File: src/rtl/logic_cond_loop_engine.sv
// Condition/loop primitive: latches two operands, publishes 1-bit zero/condition flags,
// then counts from val2 up to limit (exclusive). Optional iteration cap: LOOP_TIMEOUT_EN.
module logic_cond_loop_engine #(
   parameter int W1       = 3,
   parameter int W2       = 4,
   parameter int MAX_ITER = 8
) (
   input  logic          clk,
   input  logic          rst,
   input  logic          start,
   input  logic [W1-1:0] val1,
   input  logic [W2-1:0] val2,
   input  logic [W2-1:0] limit,
   output logic          busy,
   output logic          flags_valid,
   output logic          val1_zero,
   output logic          val2_zero,
   output logic          both_cond,
   output logic          iter_valid,
   output logic [W2-1:0] iter_val,
   output logic          done,
   output logic          timeout
);

   typedef enum logic [1:0] {IDLE, CHECK, LOOP} state_t;

   state_t        state_q, state_d;
   logic [W1-1:0] v1_q, v1_d;
   logic [W2-1:0] v2_q, v2_d;
   logic [W2-1:0] lim_q, lim_d;
   logic [W2-1:0] cnt_q, cnt_d;
   logic          busy_q, busy_d;
   logic          fv_q, fv_d;
   logic          v1z_q, v1z_d;
   logic          v2z_q, v2z_d;
   logic          both_q, both_d;
   logic          itv_q, itv_d;
   logic [W2-1:0] itval_q, itval_d;
   logic          done_q, done_d;
   logic          tmo_q, tmo_d;
   logic          more;
   logic          tmo_hit;

   // cnt_q < lim_q guarantees cnt_q + 1 <= 2^W2-1, so the counter never wraps
   assign more = (cnt_q < lim_q);

`ifdef LOOP_TIMEOUT_EN
   localparam int IW = $clog2(MAX_ITER + 1);
   logic [IW-1:0] itn_q, itn_d;

   // Issuing iteration MAX_ITER+1 is replaced by a timeout exit
   assign tmo_hit = more && (itn_q == IW'(MAX_ITER));

   always_ff @(posedge clk) begin
      if (rst) itn_q <= '0;
      else     itn_q <= itn_d;
   end

   always_comb begin
      itn_d = itn_q;
      if (state_q == IDLE && start)      itn_d = '0;
      else if (state_q == LOOP && more && !tmo_hit) itn_d = itn_q + IW'(1);
   end
`else
   logic cap_unused;
   assign cap_unused = (MAX_ITER != 0);
   assign tmo_hit    = 1'b0;
`endif

   always_ff @(posedge clk) begin
      if (rst) begin
         state_q <= IDLE;
         v1_q    <= '0;
         v2_q    <= '0;
         lim_q   <= '0;
         cnt_q   <= '0;
         busy_q  <= 1'b0;
         fv_q    <= 1'b0;
         v1z_q   <= 1'b0;
         v2z_q   <= 1'b0;
         both_q  <= 1'b0;
         itv_q   <= 1'b0;
         itval_q <= '0;
         done_q  <= 1'b0;
         tmo_q   <= 1'b0;
      end else begin
         state_q <= state_d;
         v1_q    <= v1_d;
         v2_q    <= v2_d;
         lim_q   <= lim_d;
         cnt_q   <= cnt_d;
         busy_q  <= busy_d;
         fv_q    <= fv_d;
         v1z_q   <= v1z_d;
         v2z_q   <= v2z_d;
         both_q  <= both_d;
         itv_q   <= itv_d;
         itval_q <= itval_d;
         done_q  <= done_d;
         tmo_q   <= tmo_d;
      end
   end

   always_comb begin
      state_d = state_q;
      v1_d    = v1_q;
      v2_d    = v2_q;
      lim_d   = lim_q;
      cnt_d   = cnt_q;
      busy_d  = busy_q;
      fv_d    = 1'b0;
      v1z_d   = v1z_q;
      v2z_d   = v2z_q;
      both_d  = both_q;
      itv_d   = 1'b0;
      itval_d = itval_q;
      done_d  = 1'b0;
      tmo_d   = tmo_q;
      case (state_q)
         IDLE: begin
            if (start) begin
               v1_d    = val1;
               v2_d    = val2;
               lim_d   = limit;
               cnt_d   = val2;
               busy_d  = 1'b1;
               tmo_d   = 1'b0;
               state_d = CHECK;
            end
         end
         CHECK: begin
            // Flags are whole-operand logical tests, one bit each
            v1z_d   = (v1_q == '0);
            v2z_d   = (v2_q == '0);
            both_d  = (v1_q != '0) && (v2_q == '0);
            fv_d    = 1'b1;
            state_d = LOOP;
         end
         LOOP: begin
            if (more && !tmo_hit) begin
               itv_d   = 1'b1;
               itval_d = cnt_q;
               cnt_d   = cnt_q + W2'(1);
            end else begin
               done_d  = 1'b1;
               busy_d  = 1'b0;
               tmo_d   = tmo_hit;
               state_d = IDLE;
            end
         end
         default: state_d = IDLE;
      endcase
   end

   assign busy        = busy_q;
   assign flags_valid = fv_q;
   assign val1_zero   = v1z_q;
   assign val2_zero   = v2z_q;
   assign both_cond   = both_q;
   assign iter_valid  = itv_q;
   assign iter_val    = itval_q;
   assign done        = done_q;
   assign timeout     = tmo_q;

endmodule

File: config.mk
export PLATFORM = sky130hd
export DESIGN_NAME = logic_cond_loop_engine
export DESIGN_NICKNAME = d
export VERILOG_FILES = /design/src/rtl/logic_cond_loop_engine.sv
export SDC_FILE = /design/constraint.sdc
export NUM_CORES = 1
export LEC_CHECK = 0
export CORE_MARGIN = 3
export CORE_UTILIZATION = 31
export CTS_CLUSTER_SIZE = 24
export DETAILED_ROUTE_END_ITERATION = 16
export GPL_ROUTABILITY_DRIVEN = 1
export PLACE_DENSITY_LB_ADDON = 0.3
export SETUP_SLACK_MARGIN = 0.1
export SYNTH_ARGS = -nofsm -noshare
export SYNTH_HDL_FRONTEND = slang
export SYNTH_SLANG_ARGS = --single-unit
File: constraint.sdc
create_clock -name clk -period 2.4 [get_ports clk]
set_clock_uncertainty 0.1 [all_clocks]
set_input_delay 0.48 -clock clk [delete_from_list [all_inputs] [get_ports clk]]
set_output_delay 0.48 -clock clk [all_outputs]
set_load 0.01 [all_outputs]
* Yosys cells after proc, flatten, opt, wreduce, memory -nomap -nowiden *
Cells that the tools add are included.

storage, ports and cells
  word-level logic and storage cells = 48
  register bits = 29
  output and inout port bits = 12
  bits of input ports = 14

operators by class
  reductions and logical operators = 12
  $add $sub $neg = 1
  order comparisons = 1
  mux-type cells = 14
  bitwise operators = 1
  eq/ne operators = 5

operators by type and width
  kind                 count
  $mux 4               2
  $pmux 4 s2           1
  $mux 1               6
  $ne 2x2->1 const B   3
  $pmux 2 s3           1
  $reduce_and 2->1     3
  $reduce_and 3->1     2
  $add 4x1->4 const B  1
  $logic_not 4->1      1
  $lt 4x4->1           1
  $mux 2               2
  $pmux 1 s2           2
  $logic_not 3->1      1
  $reduce_bool 3->1    1
  $eq 2x1->1 const B   1
  $eq 2x2->1 const B   1
  $logic_not 2->1      1
  $reduce_bool 2->1    1
  $reduce_or 2->1      1
  $logic_and 1x1->1    1
  $not 1->1            1

* Longest topological paths before layout *
  word-level depth = 3
  mapped depth = 6
  gate-level depth less buffers = 6

* Worst setup path after synthesis *
OpenSTA, ideal clock, no wires.

  path type = reg-to-reg
  start = register lim_q[3]
  end = register cnt_q[3]
  slack = 721 ps
  cell stages (with the launch flop) = 7
  data arrival time = 1447 ps
  data required time = 2168 ps
  cells stage by stage = dfxtp_1 > inv_1 > ha_1 > a21oi_1 > o211ai_4 > a22oi_1 > o32ai_1

between the ends
  word-level cells in the longest chain between the ends = 3

RTL lines
  what                               line  RTL
  start, declared                    30    logic [W2-1:0] lim_q, lim_d;
  start signal, assigned             90    lim_q <= lim_d;
  $lt 4x4->1                         45    assign more = (cnt_q < lim_q);
  $ne 2x2->1 (no source line)        n/a
  $reduce_and 3->1 (no source line)  n/a
  end signal, assigned               91    cnt_q <= cnt_d;
  end, declared                      31    logic [W2-1:0] cnt_q, cnt_d;

Every way passes these cells.
A chain may end at the register's enable or synchronous reset.

* Worst setup path in the final report *
  start = input port start
  end = register cnt_q[0]

between the ends
  word-level cells in the longest chain between the ends = 2

RTL lines
  what                               line  RTL
  start, declared                    10    input logic start,
  $ne 2x2->1 (no source line)        n/a
  $reduce_and 3->1 (no source line)  n/a

Every way passes these cells.

==> out/qor.csv <==
stage;metric;value;unit
critical_path;CP max stage delay;0.61;ns
floorplan;site row count;22;
global_routing;initial antenna violation count;0;
sta;crit path time final;1.894;ns
global_routing;Total GRT Usage;12.47;%
layout;fin area;0.001564;sq mm
sta;unrepaired setup endpoints after global routing;no;
clock_network;post-CTS setup buffers;0;
synthesis;synthesized area per cell;8.841;sq um
route;first drt pass iteration count;4;
sta;Max-slew headroom;61.75;%
layout;NumNets Final;178;
layout;ANT cells;0;
synthesis;post-synth top area share;46.28;%
critical_path;critical-path maximum fanout;18;
clock_network;Reg clk slew, reported paths;0.10;ns
critical_path;Worst setup SP type;input port;
sta;Final TNS setup;0;ns
synthesis;Yosys reg bits;28;
route;Wirelength per Cell;12.32;microns
route;ANT nets after route;0;
clock_network;post-cts sizing count;0;
synthesis;YS warnings;0;
placed_design;DP HPWL;1873;microns
route;DR vias;1014;
synthesis;top cells by area, synth;dfxtp_1 46%, nand2_1 8.1%, a21oi_1 7.9%;
clock_network;CTS sink cnt;28;
clock_network;CTS tree;yes;
clock_network;hold-fix buffers at CTS;0;
placed_design;PortBufs;24;
critical_path;worst endpoint required time;2.52;ns
sta;max-slew violations;0;
clock_network;Clock Path Buffers;2;
floorplan;die width;68.51;microns
critical_path;CP endpoint kind;flop;
critical_path;CP Cell Sequence;clkdlybuf4s50_1 -> or3b_1 -> mux2i_1 -> a2bb2oi_1 -> a21oi_1;
floorplan;I/O Pins;26;
min_path;Hold WC Path Type;reg -> reg;
clock_network;H-tree levels;1;
critical_path;CP max-delay cell;or3b_1;
pwr;P per Cell Area;689.1;mW/mm^2
critical_path;critical path class;in -> reg;
global_routing;Remaining Overflow, GRT;0;
sta;setup violators final;0;
floorplan;Die Span Y;68.51;microns
synthesis;Seq/Total Area, Yosys;46.28;%
layout;final std cells w/o fill;207;
placed_design;# placed instances;203;
critical_path;Largest delay share family, worst path;simple AND/OR/NAND/NOR gates;
global_routing;largest net degree at the start of global routing;19;
clock_network;clk_lat worst skew;0.28;ns
sta;fmax;0.5279;GHz
clock_network;CTS Buf Count;3;
route;Initial DRC Count;77;
synthesis;Synth cell types;33;
floorplan;Starting Density;32.59;%
clock_network;Root Driver;clkbuf_8;
synthesis;Mapped Nets;155;
critical_path;Critical Path AT;2.01;ns
layout;commonest non-fill, non-tap cell in the layout;dfxtp_1;
synthesis;Netlist Area Pre-Place;0.001211;sq mm
synthesis;cell taking the most area after synthesis;dfxtp_1;
critical_path;CP bufs+invs;1;
layout;synth-to-layout area growth;29.13;%
layout;share of cells above drive strength 1;8.176;%
pwr;Leak;0.0006035;uW
pwr;overall power;1078;uW
pwr;Peak VDD IR;0.3501;mV
placed_design;placed cell areas;0.001493;sq mm
route;post-route DRC violation count;0;
floorplan;core area;0.003716;sq mm
run_status;status;finished clean;
route;routed wire length;2550;microns
sta;Worst Tran Pin Value;0.5738;ns
global_routing;number of global-route vias before repair;1017;
floorplan;die area;0.004693;sq mm
sta;period utilization;78.93;%
placed_design;GP Congestion;0.7803;
sta;final hold viol count;0;
layout;most frequent cells in the layout;28 x dfxtp_1, 26 x nand2_1, 24 x clkdlybuf4s50_1, 19 x a21oi_1, 11 x nor2_1;
global_routing;first-pass GRT wire length;4347;microns
synthesis;Syn Inst Count;137;
route;Via density;4.899;
flow_run;Max Cap Viol;0;
[stage by stage]
stage,setup slack (ns),hold WS [ns],util [%]
3_5_place_dp,0.2036,0.3500,40.17
4_1_cts,0.5016,0.3633,42.09
2_1_floorplan,0.7210,0.3360,-
5_1_grt,0.4180,0.3778,42.09
6_report,0.5056,0.3629,42.09
3_3_place_gp,0.2443,0.3432,40.17
[area by class of cell]
cell class | count | area (sq um)
clock inverter | 1 | 30.03
clock buffer | 3 | 41.29
fill | 399 | 2152
sequential | 28 | 560.5
tap | 48 | 60.06
inverter | 4 | 15.01
multi-input combinational | 96 | 594.3
timing repair buffer | 27 | 262.8
[state kept, by name, indices dropped and copies added, names as in the netlist]
signal	cells
v1_q	3
val2_zero	1
flags_valid	1
busy	1
val1_zero	1
iter_valid	1
lim_q	4
both_cond	1
done	1
state_q	2
v2_q	4
cnt_q	4
iter_val	4
[kinds of logic after synthesis]
kind of cell,Yosys count,synth area share [%]
buffers and inverters,13,4.648
adder cells (fa/ha/maj),4,4.132
AO/OA/AOI/OAI,30,17.46
flip-flops,28,46.28
multiplexers,6,4.959
other,1,0.3096
AND/OR/NAND/NOR,55,22.21
[layer usage]
| metal | vias to the layer above | global-route usage, % | routed length (microns) |
|---|---|---|---|
| met4 | 0 | 7.444 | 59 |
| met2 | 24 | 21.33 | 1250 |
| met5 | - | 0 | 0 |
| met3 | 4 | 2.107 | 114 |
| met1 | 477 | 14.44 | 1125 |
| li1 | 509 | - | - |
[worst register-to-register path, cell delays in order, from the launching register on]
cell and delay, ns:
dfxtp_1 0.34, inv_1 0.04, ha_1 0.32, a21oi_1 0.38
o211ai_4 0.23, a22oi_1 0.21, o32ai_1 0.11
[synth_stat cells]
cell / instances
a21oi_1: 19
a22oi_1: 1
a2bb2oi_1: 1
a311oi_1: 1
and2b_1: 1
buf_1: 1
buf_2: 3
buf_4: 1
clkbuf_1: 4
clkinv_1: 1
conb_1: 1
dfxtp_1: 28
ha_1: 4
inv_1: 3
mux2i_1: 6
nand2_1: 26
nand2b_1: 5
nand3_1: 2
nor2_1: 11
nor2_2: 1
nor3_1: 3
nor3b_1: 1
nor3b_2: 1
nor3b_4: 1
nor4_1: 2
o211a_4: 1
o211ai_2: 1
o211ai_4: 1
o21a_1: 1
o22ai_1: 1
o311ai_0: 1
o32ai_1: 2
or3b_1: 1
[path summary, 6_finish.rpt]
check / to / slack, ns / from / depth (start not counted)
min reg2reg: lim_q[3] / 0.36 / lim_q[3] / 2
max reg2reg: cnt_q[3] / 0.55 / lim_q[3] / 6
min: lim_q[3] / 0.36 / lim_q[3] / 2
max: cnt_q[0] / 0.51 / start / 5
[power breakdown]
group / internal [uW] / switching (uW)
registers: 494 / 25.3
logic: 90.4 / 94.4
clock network: 223 / 150
total: 808 / 270
Power figures use the tool's default switching activity.
==> edit: new RTL, same flow settings <==
Set the parameter `W2` to 8 (it was 4).
--- a/src/rtl/logic_cond_loop_engine.sv
+++ b/src/rtl/logic_cond_loop_engine.sv
@@ -4,3 +4,3 @@
    parameter int W1       = 3,
-   parameter int W2       = 4,
+   parameter int W2       = 8,
    parameter int MAX_ITER = 8
Ports: changed (resized iter_val, limit and val2); port bits go from 26 to 38. The function was not compared with the original's and may differ.
==> edit against the original RTL <==
Total power is 65% higher; routed wire length rose by 90%; sequential cell count rose by 16; largest power group unchanged; synthesized area increased by 66%; worst setup slack worse by 0.27 ns; cell area is 63% higher; largest cell class unchanged; critical path depth rose by 2; global-route usage increased by 1.3 points.
==> edit: results (changes against the original RTL) <==
Run status
  • Status: finished, final reports clean

Setup path
  • Critical path startpoint: lim_q[5]
  • Worst Reg-to-Reg Cells: 7 (+1)
  • Register-to-register setup slack: 0.23 ns (-0.32 ns)
  • Largest delay contributor family on the critical path: compound AO/OA/AOI/OAI gates

Placement
  • Port bufs: 36 (+50%)
  • Routability congestion estimate: 0.924 (+18%)
  • DP Worst Slack: 0.165 ns (-0.0389 ns)
  • Dpl cells: 353 (+74%)
  • Hpwl dp: 3.45 mm (+84%)

Clocking
  • TritonCTS Buffers: 5 (+2)
  • Skew-Pair Late Insertion Delay: 0.30 ns (+0.02 ns)
  • CTS H-tree depth: 2 (+1)

Detailed routing
  • Wl on met1: 2.28 mm (+100%)
  • Routed wl met3: 249 µm (+120%)
  • Initial DRC count: 131 (+70%)
  • Post-Route WL: 4.85 mm (+90%)
  • Met2 WL: 2.27 mm (+81%)

Power
  • Pint: 1.20 mW (+49%)

Synth
  • Synth Area per Inst: 8.02 µm² (-9.3%)
  • Post-Syn Nets: 281 (+81%)

Global route
  • Vias in the first global route: 1,671 (+64%)
  • Largest net degree at the start of global routing: 46 (+27)
  • GRT Resource Usage Total: 0.137 (+0.0125)

Timing
  • Fin crit share: 0.902 (+0.113)
  • Actual slew at the worst max-slew pin: 0.632 ns (+0.0578 ns)

Finish
  • Layout Cells excl Fill: 360 (+74%)
  • Share of cells above drive strength 1: 0.0842 (+0.00245)

Hold path
  • Hold Startpoint: lim_q[5]
[edit: cell count changes in the layout (fill, tap and decap cells not counted), moves of 3 or more]
cell / delta
a31oi_1: +4
nand2_1: +23
o211ai_1: +3
ha_1: +4
o21ai_0: +12
buf_4: +7
clkdlybuf4s50_1: +12
dfxtp_1: +16
nand3_1: +14
a21oi_1: +17
a211oi_1: +4
inv_1: +4
mux2i_1: -5
[edit: cell families after synthesis]
| kind of cell | synth area share |
|---|---|
| xor+xnor | 0.00435 |
| buf+inv | 0.0578 |
| compound gates | 0.217 |
| simple gates | 0.227 |
| mux | 0.00497 |
| flops | 0.438 |
| other cells | 0.00186 |
| fa+ha+maj | 0.0497 |
[edit: how the worst min path moves through the flow]
stage / end / slack (ns) / depth (start not counted)
finish: lim_q[5] / 0.36 / 2
global route: lim_q[2] / 0.38 / 2
CTS: lim_q[5] / 0.36 / 2
detailed placement: lim_q[5] / 0.35 / 2
global placement: lim_q[5] / 0.34 / 2
floorplan: v1_q[1] / 0.34 / 2
[edit: power groups by stage]
stage          registers (mW)  logic, mW  clock network [mW]
4_1_cts                 0.825      0.520               0.451
5_1_grt                 0.833      0.574               0.482
6_report                0.825      0.515               0.436
3_5_place_dp            0.842      0.519                   0
2_1_floorplan           0.847      0.340                   0
3_3_place_gp            0.843      0.511                   0
[edit: layout make-up]
cell class,instances,area (µm²)
fillers,677,3540
multi-input cells,180,1020
flip-flops and latches,44,881
repair buffers,47,455
well taps,75,93.8
clock buffers,6,72.6
inverters,7,26.3
clock inverters,1,5.00
[edit: what timing repair did]
| action | CTS | global route |
|---|---|---|
| endpoints found under the hold margin | 0 | 0 |
| endpoints found under the setup margin | 0 | 4 |
| gates resized for setup | 0 | 1 |
| hold buffers | 0 | 0 |
